### src/rtl/stopwatch_seq_ctrl_pkg.sv
// Shared definitions for the stopwatch sequencing controller.
// State encoding and count-direction constants used across the timer blocks.
package stopwatch_seq_ctrl_pkg;

    typedef enum logic [2:0] {
        INIT = 3'd0,
        IDLE = 3'd1,
        LOAD = 3'd2,
        RUN  = 3'd3,
        LAP  = 3'd4,
        STOP = 3'd5,
        DONE = 3'd6
    } state_e;

    localparam logic MODE_UP   = 1'b1;
    localparam logic MODE_DOWN = 1'b0;

endpackage

### src/rtl/stopwatch_seq_ctrl_if.sv
// Button/lock inputs and timer control outputs of the stopwatch controller.
// master drives the buttons and lock; slave is the controller.
interface stopwatch_seq_ctrl_if #(
    parameter int ADDR_W = 6
);
    logic              dcm_lock;
    logic              strtstop;
    logic              lap_load;
    logic              mode_in;
    logic              time_zero;
    logic              clken;
    logic              rst_int;
    logic              load;
    logic              lap_trigger;
    logic              mode;
    logic [ADDR_W-1:0] preset_addr;

    modport master (
        output dcm_lock, strtstop, lap_load, mode_in, time_zero,
        input  clken, rst_int, load, lap_trigger, mode, preset_addr
    );

    modport slave (
        input  dcm_lock, strtstop, lap_load, mode_in, time_zero,
        output clken, rst_int, load, lap_trigger, mode, preset_addr
    );
endinterface

### src/rtl/stopwatch_seq_ctrl_btn_edge.sv
// Rising-edge detector for one debounced button level.
// rise is high for the cycle the level is 1 and was 0 on the previous edge.
module btn_edge (
    input  logic clk,
    input  logic reset,
    input  logic level,
    output logic rise
);
    logic prev_q;
    logic prev_d;

    // previous level is simply the current level one edge later
    always_comb begin
        prev_d = level;
    end

    // prev register, cleared so a button held through reset reads as a rise
    always_ff @(posedge clk or posedge reset) begin
        if (reset) begin
            prev_q <= 1'b0;
        end else begin
            prev_q <= prev_d;
        end
    end

    assign rise = level & ~prev_q;
endmodule

### src/rtl/stopwatch_seq_ctrl.sv
// Stopwatch control FSM: sequences count enable, clear, preset load,
// lap freeze and count direction, and walks the preset ROM address.
module stopwatch_seq_ctrl
    import stopwatch_seq_ctrl_pkg::*;
#(
    parameter int RST_HOLD = 4,
    parameter int ADDR_W   = 6
) (
    input logic           clk,
    input logic           reset,
    stopwatch_seq_ctrl_if.slave bus
);
    localparam int HW = (RST_HOLD > 1) ? $clog2(RST_HOLD) : 1;
    localparam logic [HW-1:0] HOLD_LAST = HW'(RST_HOLD - 1);

    state_e            state_q, state_d;
    logic [HW-1:0]     hold_q, hold_d;
    logic [ADDR_W-1:0] addr_q, addr_d;
    logic              mode_q, mode_d;
    logic              clken_q, clken_d;
    logic              rst_int_q, rst_int_d;
    logic              load_q, load_d;
    logic              lap_q, lap_d;
    logic              clear;

    logic s_rise, l_rise, m_rise;
    logic go_s, go_l, go_m;
    logic zero_hit;

    btn_edge u_strt (
        .clk   (clk),
        .reset (reset),
        .level (bus.strtstop),
        .rise  (s_rise)
    );

    btn_edge u_lap (
        .clk   (clk),
        .reset (reset),
        .level (bus.lap_load),
        .rise  (l_rise)
    );

    btn_edge u_mode (
        .clk   (clk),
        .reset (reset),
        .level (bus.mode_in),
        .rise  (m_rise)
    );

    // one button event per cycle: start/stop beats lap/load beats mode
    always_comb begin
        go_s     = s_rise;
        go_l     = l_rise & ~s_rise;
        go_m     = m_rise & ~s_rise & ~l_rise;
        zero_hit = (mode_q == MODE_DOWN) & bus.time_zero;
    end

    // next state, hold counter, address/mode updates and registered outputs
    always_comb begin
        state_d = state_q;
        hold_d  = '0;
        addr_d  = addr_q;
        mode_d  = mode_q;
        clear   = 1'b0;

        if (!bus.dcm_lock) begin
            state_d = INIT;
        end else begin
            unique case (state_q)
                INIT: begin
                    if (hold_q == HOLD_LAST) begin
                        state_d = IDLE;
                    end else begin
                        hold_d = hold_q + 1'b1;
                    end
                end
                IDLE: begin
                    if (go_s) begin
                        state_d = RUN;
                    end else if (go_l) begin
                        if (mode_q == MODE_DOWN) begin
                            addr_d  = addr_q + 1'b1;
                            state_d = LOAD;
                        end
                    end else if (go_m) begin
                        mode_d = ~mode_q;
                        if (mode_q == MODE_UP) begin
                            addr_d  = '0;
                            state_d = LOAD;
                        end else begin
                            clear = 1'b1;
                        end
                    end
                end
                LOAD: begin
                    state_d = IDLE;
                end
                RUN: begin
                    if (go_s) begin
                        state_d = STOP;
                    end else if (go_l) begin
                        state_d = LAP;
                    end else if (zero_hit) begin
                        state_d = DONE;
                    end
                end
                LAP: begin
                    if (go_s) begin
                        state_d = STOP;
                    end else if (go_l) begin
                        state_d = RUN;
                    end else if (zero_hit) begin
                        state_d = DONE;
                    end
                end
                STOP: begin
                    if (go_s) begin
                        state_d = RUN;
                    end else if (go_l) begin
                        if (mode_q == MODE_UP) begin
                            clear   = 1'b1;
                            state_d = IDLE;
                        end else begin
                            state_d = LOAD;
                        end
                    end
                end
                DONE: begin
                    if (go_s || go_l) begin
                        state_d = LOAD;
                    end
                end
                default: begin
                    state_d = INIT;
                end
            endcase
        end

        clken_d   = (state_d == RUN) || (state_d == LAP);
        lap_d     = (state_d == LAP);
        rst_int_d = (state_d == INIT) || clear;
        load_d    = bus.dcm_lock && (state_q == LOAD);
    end

    // all state and outputs registered; reset lands in INIT counting up
    always_ff @(posedge clk or posedge reset) begin
        if (reset) begin
            state_q   <= INIT;
            hold_q    <= '0;
            addr_q    <= '0;
            mode_q    <= MODE_UP;
            clken_q   <= 1'b0;
            rst_int_q <= 1'b1;
            load_q    <= 1'b0;
            lap_q     <= 1'b0;
        end else begin
            state_q   <= state_d;
            hold_q    <= hold_d;
            addr_q    <= addr_d;
            mode_q    <= mode_d;
            clken_q   <= clken_d;
            rst_int_q <= rst_int_d;
            load_q    <= load_d;
            lap_q     <= lap_d;
        end
    end

    assign bus.clken       = clken_q;
    assign bus.rst_int     = rst_int_q;
    assign bus.load        = load_q;
    assign bus.lap_trigger = lap_q;
    assign bus.mode        = mode_q;
    assign bus.preset_addr = addr_q;
endmodule
### src/flat_wrapper.sv
// flat-port wrapper written by rule: the top's interface ports become plain ports
module stopwatch_seq_ctrl_flat import stopwatch_seq_ctrl_pkg::*;
#(
    parameter int RST_HOLD = 4,
    parameter int ADDR_W   = 6
)
  (clk, reset, bus_dcm_lock, bus_strtstop, bus_lap_load, bus_mode_in, bus_time_zero, bus_clken, bus_rst_int, bus_load, bus_lap_trigger, bus_mode, bus_preset_addr);
  stopwatch_seq_ctrl_if #(.ADDR_W(ADDR_W)) bus_i ();
  input logic clk;
  input logic reset;
  input wire logic [$bits(bus_i.dcm_lock)-1:0] bus_dcm_lock;
  input wire logic [$bits(bus_i.strtstop)-1:0] bus_strtstop;
  input wire logic [$bits(bus_i.lap_load)-1:0] bus_lap_load;
  input wire logic [$bits(bus_i.mode_in)-1:0] bus_mode_in;
  input wire logic [$bits(bus_i.time_zero)-1:0] bus_time_zero;
  output wire logic [$bits(bus_i.clken)-1:0] bus_clken;
  output wire logic [$bits(bus_i.rst_int)-1:0] bus_rst_int;
  output wire logic [$bits(bus_i.load)-1:0] bus_load;
  output wire logic [$bits(bus_i.lap_trigger)-1:0] bus_lap_trigger;
  output wire logic [$bits(bus_i.mode)-1:0] bus_mode;
  output wire logic [$bits(bus_i.preset_addr)-1:0] bus_preset_addr;
  assign bus_i.dcm_lock = bus_dcm_lock;
  assign bus_i.strtstop = bus_strtstop;
  assign bus_i.lap_load = bus_lap_load;
  assign bus_i.mode_in = bus_mode_in;
  assign bus_i.time_zero = bus_time_zero;
  assign bus_clken = bus_i.clken;
  assign bus_rst_int = bus_i.rst_int;
  assign bus_load = bus_i.load;
  assign bus_lap_trigger = bus_i.lap_trigger;
  assign bus_mode = bus_i.mode;
  assign bus_preset_addr = bus_i.preset_addr;
  stopwatch_seq_ctrl #(.RST_HOLD(RST_HOLD), .ADDR_W(ADDR_W)) u_core (.clk(clk), .reset(reset), .bus(bus_i));
endmodule
### config.mk
export PLATFORM = sky130hd
export DESIGN_NAME = stopwatch_seq_ctrl_flat
export DESIGN_NICKNAME = d
export VERILOG_FILES = /design/src/rtl/stopwatch_seq_ctrl_pkg.sv /design/src/rtl/stopwatch_seq_ctrl_if.sv /design/src/rtl/stopwatch_seq_ctrl_btn_edge.sv /design/src/rtl/stopwatch_seq_ctrl.sv /design/src/flat_wrapper.sv
export SDC_FILE = /design/constraint.sdc
export NUM_CORES = 1
export LEC_CHECK = 0
export ABC_CLOCK_PERIOD_IN_PS = 4900
export BUFFER_PORTS_ARGS = -buffer_cell sky130_fd_sc_hd__buf_2
export CORE_MARGIN = 5
export CORE_UTILIZATION = 55
export CTS_CLUSTER_SIZE = 30
export DETAILED_ROUTE_END_ITERATION = 6
export GPL_TIMING_DRIVEN = 0
export PLACE_DENSITY = 0.78
export SYNTH_ARGS = -nofsm -noshare
export SYNTH_HDL_FRONTEND = slang
export SYNTH_SLANG_ARGS = --single-unit
export TNS_END_PERCENT = 10
### constraint.sdc
create_clock -name clk -period 4.9 [get_ports clk]
set_input_delay 0.49 -clock clk [delete_from_list [all_inputs] [get_ports clk]]
set_output_delay 0.49 -clock clk [all_outputs]
set_load 0.02 [all_outputs]
==> results by group, run 1 <==
Drt
  • DR DRC count: 0
  • DR vias/cell: 5.62
  • Vias: 838
  • Antenna viol nets, final: 0
  • DR iter-0 viols: 21
  • Wire length per cell: 12.8 um
  • Final WL: 1900 um
  • DR pass1 iterations: 5

Worst setup path
  • Worst setup SP type: flop
  • CP arrival: 2.31 ns
  • Critical path endpoint category: flop
  • Critical path class: reg2reg
  • Critical path required time: 5.14 ns
  • Crit path to: u_core.bus.clken$_DFF_PP0_
  • Reg2Reg Setup Slack: 2.83 ns
  • Worst R2R End: u_core.bus.clken$_DFF_PP0_
  • Reg2Reg Launch Point: u_core.bus.mode$_DFFE_PP1P_
  • Worst-path fanout max: 9
  • Reg2reg path depth: 6
  • CP startpoint: u_core.bus.mode$_DFFE_PP1P_

Clocking
  • Clock Pin Slew Worst Setup and Hold Paths: 0.11 ns
  • Num CTS Buffers: 3
  • Post_cts resized: 0
  • CTS H-tree depth: 1
  • Clk sinks: 19
  • Worst-skew pair later-pin latency: 0.30 ns
  • Post-CTS Setup Inserts: 0
  • Clock root buffer master: clkbuf_4
  • Hold buffer count at cts: 0
  • CTS tree: yes
  • Maximum clock insertion buffer count: 2

Placement
  • Port bufs: 17
  • Gpl congestion: 0.779
  • DP HPWL: 1410 um
  • Placed Cells incl. Taps: 145

STA
  • Clock skew: 0.00407 ns
  • Final hold vios: 0
  • Final setup fails: 0
  • Fin Setup TNS: 0 ns
  • RSZ-0062 raised after global routing: no
  • Clock period minus worst slack: 2.07 ns
  • Slew margin rel.: 0.547
  • Slew @ Worst Pin: 0.678 ns
  • Fmax: 0.483 GHz
  • Final worst-path cycle share: 0.423
  • Max Slew Vio Count: 0

Synthesis
  • Post-synth top flop: dfrtp_1
  • Compound-Gate Fraction of Synth Area: 0.179
  • Largest family of logic cells by synthesized area: simple AND/OR/NAND/NOR gates
  • Post-synthesis cell type count: 48
  • Sequential-to-total area share from yosys stat: 0.453
  • Post-Synth Simple-Gate Area: 0.235
  • Number of synthesized register bits: 19
  • Synthesized instance count: 103
  • Post-synth EDFFs: 0
  • Ys async rst share: 1.00
  • Mux cell area share after synthesis: 0.0237
  • Mean Syn Cell Area: 10.3 um2
  • Synth Cell Area: 0.00106 mm2
  • Synth warnings: 0
  • Syn nets: 113
  • Synth Area in XOR/XNOR: 0.00829
  • Synth Area in Adders: 0.0355

Power
  • PD cells: 323 mW/mm2
  • Maximum VDD drop: 0.184 mV
  • Static Leak: 0.608 nW

Status
  • Status: finished, final reports clean

Global route
  • Total GRT Usage: 0.160
  • Vias in the first global route: 759
  • Largest net degree at the start of global routing: 20
  • First-pass GRT wire length: 3360 um
  • Grt total ovfl: 0
  • Initial antenna violation count: 0

Layout
  • FILL cells: 153
  • Layout cells sized above 1: 0.298
  • Nets@finish: 135
  • Final Util: 0.673
  • Antenna fix cells: 0
  • Area Growth Syn to Fin: 13.6%
  • Layout Cells excl Fill: 149
  • Multi-input gate area: 508 um2
  • FF+latch area: 478 um2
  • Commonest cells after routing, fill and taps aside: 17 x buf_2, 17 x dfrtp_1, 9 x nor2_1, 8 x nand2_1, 8 x o21ai_1

Min path
  • Hold Crit Class: in2async

Floorplan
  • Chip Width: 53.8 um
  • Core ar.: 0.00178 mm2
  • Vert. Die Dim: 53.8 um
  • Initial Utilization: 0.592
  • IO Pins: 18
  • Core Rows: 15
  • Die footprint: 0.00290 mm2

Run
  • Max-cap violation count: 0
==> state kept, by name, indices dropped and copies added (netlist names) <==
signal	count
u_core.bus.lap_trigger	1
u_core.u_strt.prev_q	1
u_core.bus.mode	1
u_core.bus.clken	1
u_core.u_mode.prev_q	1
u_core.bus.preset_addr	6
u_core.hold_q	2
u_core.bus.rst_int	1
u_core.bus.load	1
u_core.state_q	3
u_core.u_lap.prev_q	1
==> how the worst min path moves through the flow <==
stage / start / endpoint / slack [ns] / depth (start not counted)
2_1_floorplan: u_core.hold_q[0]$_DFF_PP0_ / u_core.hold_q[0]$_DFF_PP0_ / 0.41 / 1
3_3_place_gp: u_core.hold_q[0]$_DFF_PP0_ / u_core.hold_q[0]$_DFF_PP0_ / 0.43 / 1
3_5_place_dp: u_core.hold_q[0]$_DFF_PP0_ / u_core.hold_q[0]$_DFF_PP0_ / 0.43 / 1
4_1_cts: reset / u_core.bus.lap_trigger$_DFF_PP0_ / 0.30 / 2
5_1_grt: bus_mode_in / u_core.u_mode.prev_q$_DFF_PP0_ / 0.30 / 1
6_report: reset / u_core.bus.clken$_DFF_PP0_ / 0.27 / 2
==> stage by stage <==
stage	power, mW	setup slack (ns)	hold slack (ns)	area (um2)
2_1_floorplan	0.284	2.88	0.414	1060
3_3_place_gp	0.308	2.72	0.426	1170
5_1_grt	0.412	2.68	0.300	1200
4_1_cts	0.390	2.84	0.298	1200
3_5_place_dp	0.311	2.67	0.433	1170
6_report	0.387	2.83	0.271	1200
==> synthesized netlist by cell type (2+ instances only) <==
cell,count,area (um2)
ha_1,3,37.5
o31ai_1,2,15.0
and3_1,2,12.5
nand3_1,5,25.0
nand2_1,8,30.0
dfstp_2,2,52.6
nor3_1,2,10.0
o32a_1,2,20.0
nor2_1,9,33.8
inv_1,4,15.0
a21oi_1,3,15.0
dfrtp_1,17,425
o21a_2,2,17.5
o21ai_1,8,40.0
==> metal layers <==
layer  vias up  wire, um  global-route usage
met4         0        29              0.0638
met3         4       131              0.0277
li1        414         -                   -
met2        30       814               0.234
met1       390       926               0.233
met5         -         0                   0
==> cell type report <==
class / instances / area share
clock buffer: 3 / 0.0188
multi-input combinational: 75 / 0.423
clock inverter: 1 / 0.00417
tap: 25 / 0.0261
timing repair buffer: 17 / 0.0709
sequential: 19 / 0.398
inverter: 4 / 0.0125
buffer: 5 / 0.0459
==> critical path: stages (launching register included) <==
cell and delay, ns:
dfstp_2 0.63, and2b_1 0.15, a22oi_1 0.06, o32a_1 0.30, mux2_4 0.28, or4b_4 0.51
o21ai_2 0.06
==> logic make-up (layout without fill, tap and decap cells) <==
| kind of cell | after synthesis | after routing |
|---|---|---|
| AO/OA/AOI/OAI | 27 | 27 |
| XOR/XNOR | 1 | 1 |
| adder cells (fa/ha/maj) | 3 | 3 |
| buffers and inverters | 9 | 30 |
| flip-flops | 19 | 19 |
| multiplexers | 2 | 2 |
| AND/OR/NAND/NOR | 42 | 42 |
==> power by group <==
group          switching [mW]  internal, mW
sequential             0.0167         0.180
combinational          0.0593        0.0531
clock                  0.0482        0.0304
(Power assumes the default switching activity.)
==> run 2, diff against run 1 <==
Settings changed: ABC_CLOCK_PERIOD_IN_PS 4900 to 1800, CORE_UTILIZATION 55 to 49, PLACE_DENSITY 0.78 to 0.74.
Clock period 4.9 ns to 1.8 ns, I/O delays scaled along.
==> results by group, run 2 (synthesized netlist as in run 1, its figures left out) <==
STA
  • Final worst-path cycle share: 1.09 (was 0.423)
  • Final hold vios: 0 (unchanged)
  • Final setup fails: 4 (was 0)
  • RSZ-0062 raised after global routing: yes (was no)
  • Max Slew Vio Count: 0 (unchanged)
  • Fin Setup TNS: -0.295 ns (was 0 ns)
  • Slew @ Worst Pin: 0.724 ns (was 0.678 ns)
  • Final worst slack: -0.156 ns (was 2.83 ns)
  • Clock period minus worst slack: 1.96 ns (was 2.07 ns)
  • Fmax: 0.511 GHz (was 0.483 GHz)
  • Slew margin rel.: 0.517 (was 0.547)
  • Clock skew: 0.00772 ns (was 0.00407 ns)
  • Hold Slack: 0.0100 ns (was 0.271 ns)

Drt
  • DR vias/cell: 5.49 (was 5.62)
  • Vias: 856 (was 838)
  • DR DRC count: 0 (unchanged)
  • DR pass1 iterations: 4 (was 5)
  • DR iter-0 viols: 32 (was 21)
  • Antenna viol nets, final: 0 (unchanged)
  • Final WL: 2230 um (was 1900 um)
  • Wire length per cell: 14.3 um (was 12.8 um)

Clocking
  • Clk sinks: 19 (unchanged)
  • CTS tree: yes (unchanged)
  • Num CTS Buffers: 3 (unchanged)
  • Worst-skew pair later-pin latency: 0.30 ns (about the same)
  • Clock root buffer master: clkbuf_4 (unchanged)
  • Maximum clock insertion buffer count: 2 (unchanged)
  • Clock Pin Slew Worst Setup and Hold Paths: 0.11 ns (about the same)
  • CTS H-tree depth: 1 (unchanged)

Min path
  • Hold Crit Class: in2reg (was in2async)
  • Hold worst-path end: u_core.u_mode.prev_q$_DFF_PP0_
  • Hold Crit Start: bus_mode_in
  • Hold path depth: 1

Layout
  • Layout cells sized above 1: 0.380 (was 0.298)
  • Nets@finish: 140 (was 135)
  • Layout Cells excl Fill: 156 (was 149)
  • Largest register FFs: 6 (unchanged)
  • Area Growth Syn to Fin: 21.6% (was 13.6%)
  • Multi-input gate area: 546 um2 (was 508 um2)
  • FF+latch area: 478 um2 (unchanged)
  • Antenna fix cells: 0 (unchanged)
  • FILL cells: 172 (was 153)
  • Final Util: 0.641 (was 0.673)
  • Commonest cells after routing, fill and taps aside: 17 x buf_2, 17 x dfrtp_1, 9 x nor2_1, 7 x nand2_1, 7 x o21ai_1 (was 17 x buf_2, 17 x dfrtp_1, 9 x nor2_1, 8 x nand2_1, 8 x o21ai_1)
  • Post-layout instance area: 0.00128 mm2 (was 0.00120 mm2)

Worst setup path
  • Critical path class: reg2reg (unchanged)
  • Bufs and invs on worst path: 0 (unchanged)
  • Worst-path fanout max: 6 (was 9)
  • Critical path required time: 2.03 ns (was 5.14 ns)
  • Reg2reg path depth: 6 (unchanged)
  • Worst R2R End: u_core.bus.clken$_DFF_PP0_ (unchanged)
  • Reg2Reg Setup Slack: -0.16 ns (was 2.83 ns)
  • Crit-path leading delay family: simple AND/OR/NAND/NOR gates (unchanged)
  • Largest stage delay on the critical path: 0.59 ns (was 0.63 ns)
  • Worst path slowest cell: dfstp_2 (unchanged)
  • Worst setup SP type: flop (unchanged)
  • CP arrival: 2.19 ns (was 2.31 ns)
  • Critical-path cell list: and2b_1 -> a22oi_2 -> o32a_1 -> mux2_4 -> or4b_4 -> o21ai_2 (was and2b_1 -> a22oi_1 -> o32a_1 -> mux2_4 -> or4b_4 -> o21ai_2)
  • Reg2Reg Launch Point: u_core.bus.mode$_DFFE_PP1P_ (unchanged)
  • Critical path endpoint category: flop (unchanged)

Power
  • Static Leak: 0.651 nW (was 0.608 nW)
  • Sequential power share: 0.484 (was 0.507)
  • Clk pwr share: 0.191 (was 0.203)
  • PD cells: 853 mW/mm2 (was 323 mW/mm2)
  • Sw Ratio: 0.321 (about the same)
  • Internal: 744 uW (was 263 uW)
  • Final Total Pwr: 1.09 mW (was 387 uW)
  • Gate power share: 0.325 (was 0.290)
  • NetSw: 351 uW (was 124 uW)
  • Maximum VDD drop: 0.569 mV (was 0.184 mV)

Floorplan
  • IO Pins: 18 (unchanged)
  • Die footprint: 0.00318 mm2 (was 0.00290 mm2)
  • Core ar.: 0.00200 mm2 (was 0.00178 mm2)
  • Chip Width: 56.4 um (was 53.8 um)
  • Initial Utilization: 0.528 (was 0.592)
  • Core Rows: 16 (was 15)
  • Vert. Die Dim: 56.4 um (was 53.8 um)

Global route
  • Grt total ovfl: 0 (unchanged)
  • Total GRT Usage: 0.154 (was 0.160)
  • Vias in the first global route: 871 (was 759)
  • First-pass GRT wire length: 3920 um (was 3360 um)
  • Initial antenna violation count: 0 (unchanged)
  • Largest net degree at the start of global routing: 20 (unchanged)

Status
  • Status: finished, violations left (was finished, final reports clean)
  • Failing checks: negative setup slack

Run
  • Max-cap violation count: 0 (unchanged)

Placement
  • Placement Setup Slack: -0.233 ns (was 2.67 ns)
  • Gpl congestion: 0.802 (was 0.779)
  • DP Area: 0.00117 mm2 (about the same)
  • DP HPWL: 1570 um (was 1410 um)
  • Placed Cells incl. Taps: 147 (was 145)
  • Port bufs: 17 (unchanged)
-- run 2: worst max path at each step --
stage	to	startpoint	cells past startpoint
after CTS	u_core.bus.clken$_DFF_PP0_	u_core.bus.mode$_DFFE_PP1P_	6
after floorplan	u_core.bus.clken$_DFF_PP0_	u_core.bus.mode$_DFFE_PP1P_	6
after global routing	u_core.bus.clken$_DFF_PP0_	u_core.bus.mode$_DFFE_PP1P_	6
after detailed placement	u_core.bus.preset_addr[5]$_DFFE_PP0P_	u_core.u_strt.prev_q$_DFF_PP0_	11
after global placement	u_core.bus.preset_addr[5]$_DFFE_PP0P_	u_core.u_strt.prev_q$_DFF_PP0_	11
final	u_core.bus.clken$_DFF_PP0_	u_core.bus.mode$_DFFE_PP1P_	6
-- run 2: layout make-up --
cell class | instances | area share
multi-input combinational | 75 | 0.425
clock buffer | 3 | 0.0175
buffer | 4 | 0.0400
clock inverter | 1 | 0.00390
tap | 27 | 0.0263
inverter | 4 | 0.0117
sequential | 19 | 0.372
timing repair buffer | 23 | 0.103
-- run 2: layer usage --
layer | part of all wire | track usage
met2 | 0.48 | 0.236
met3 | 0.060 | 0.0642
met5 | 0 | 0
met1 | 0.45 | 0.203
met4 | 0.0058 | 0.0305
-- run 2: power by group through the flow --
stage | Sequential, mW | Clock [mW] | Combinational (mW)
final | 0.529 | 0.209 | 0.356
after global routing | 0.538 | 0.240 | 0.396
after CTS | 0.529 | 0.221 | 0.350
after detailed placement | 0.547 | 0 | 0.307
after global placement | 0.542 | 0 | 0.298
after floorplan | 0.563 | 0 | 0.211
-- run 2: repair_timing --
item,in CTS,in global routing
setup endpoints to repair,8,9
pin swaps,3,1
endpoints found under the hold margin,10,0
gates cloned,0,0
hold buffers,1,0
setup buffers,5,0
resized for setup,4,6
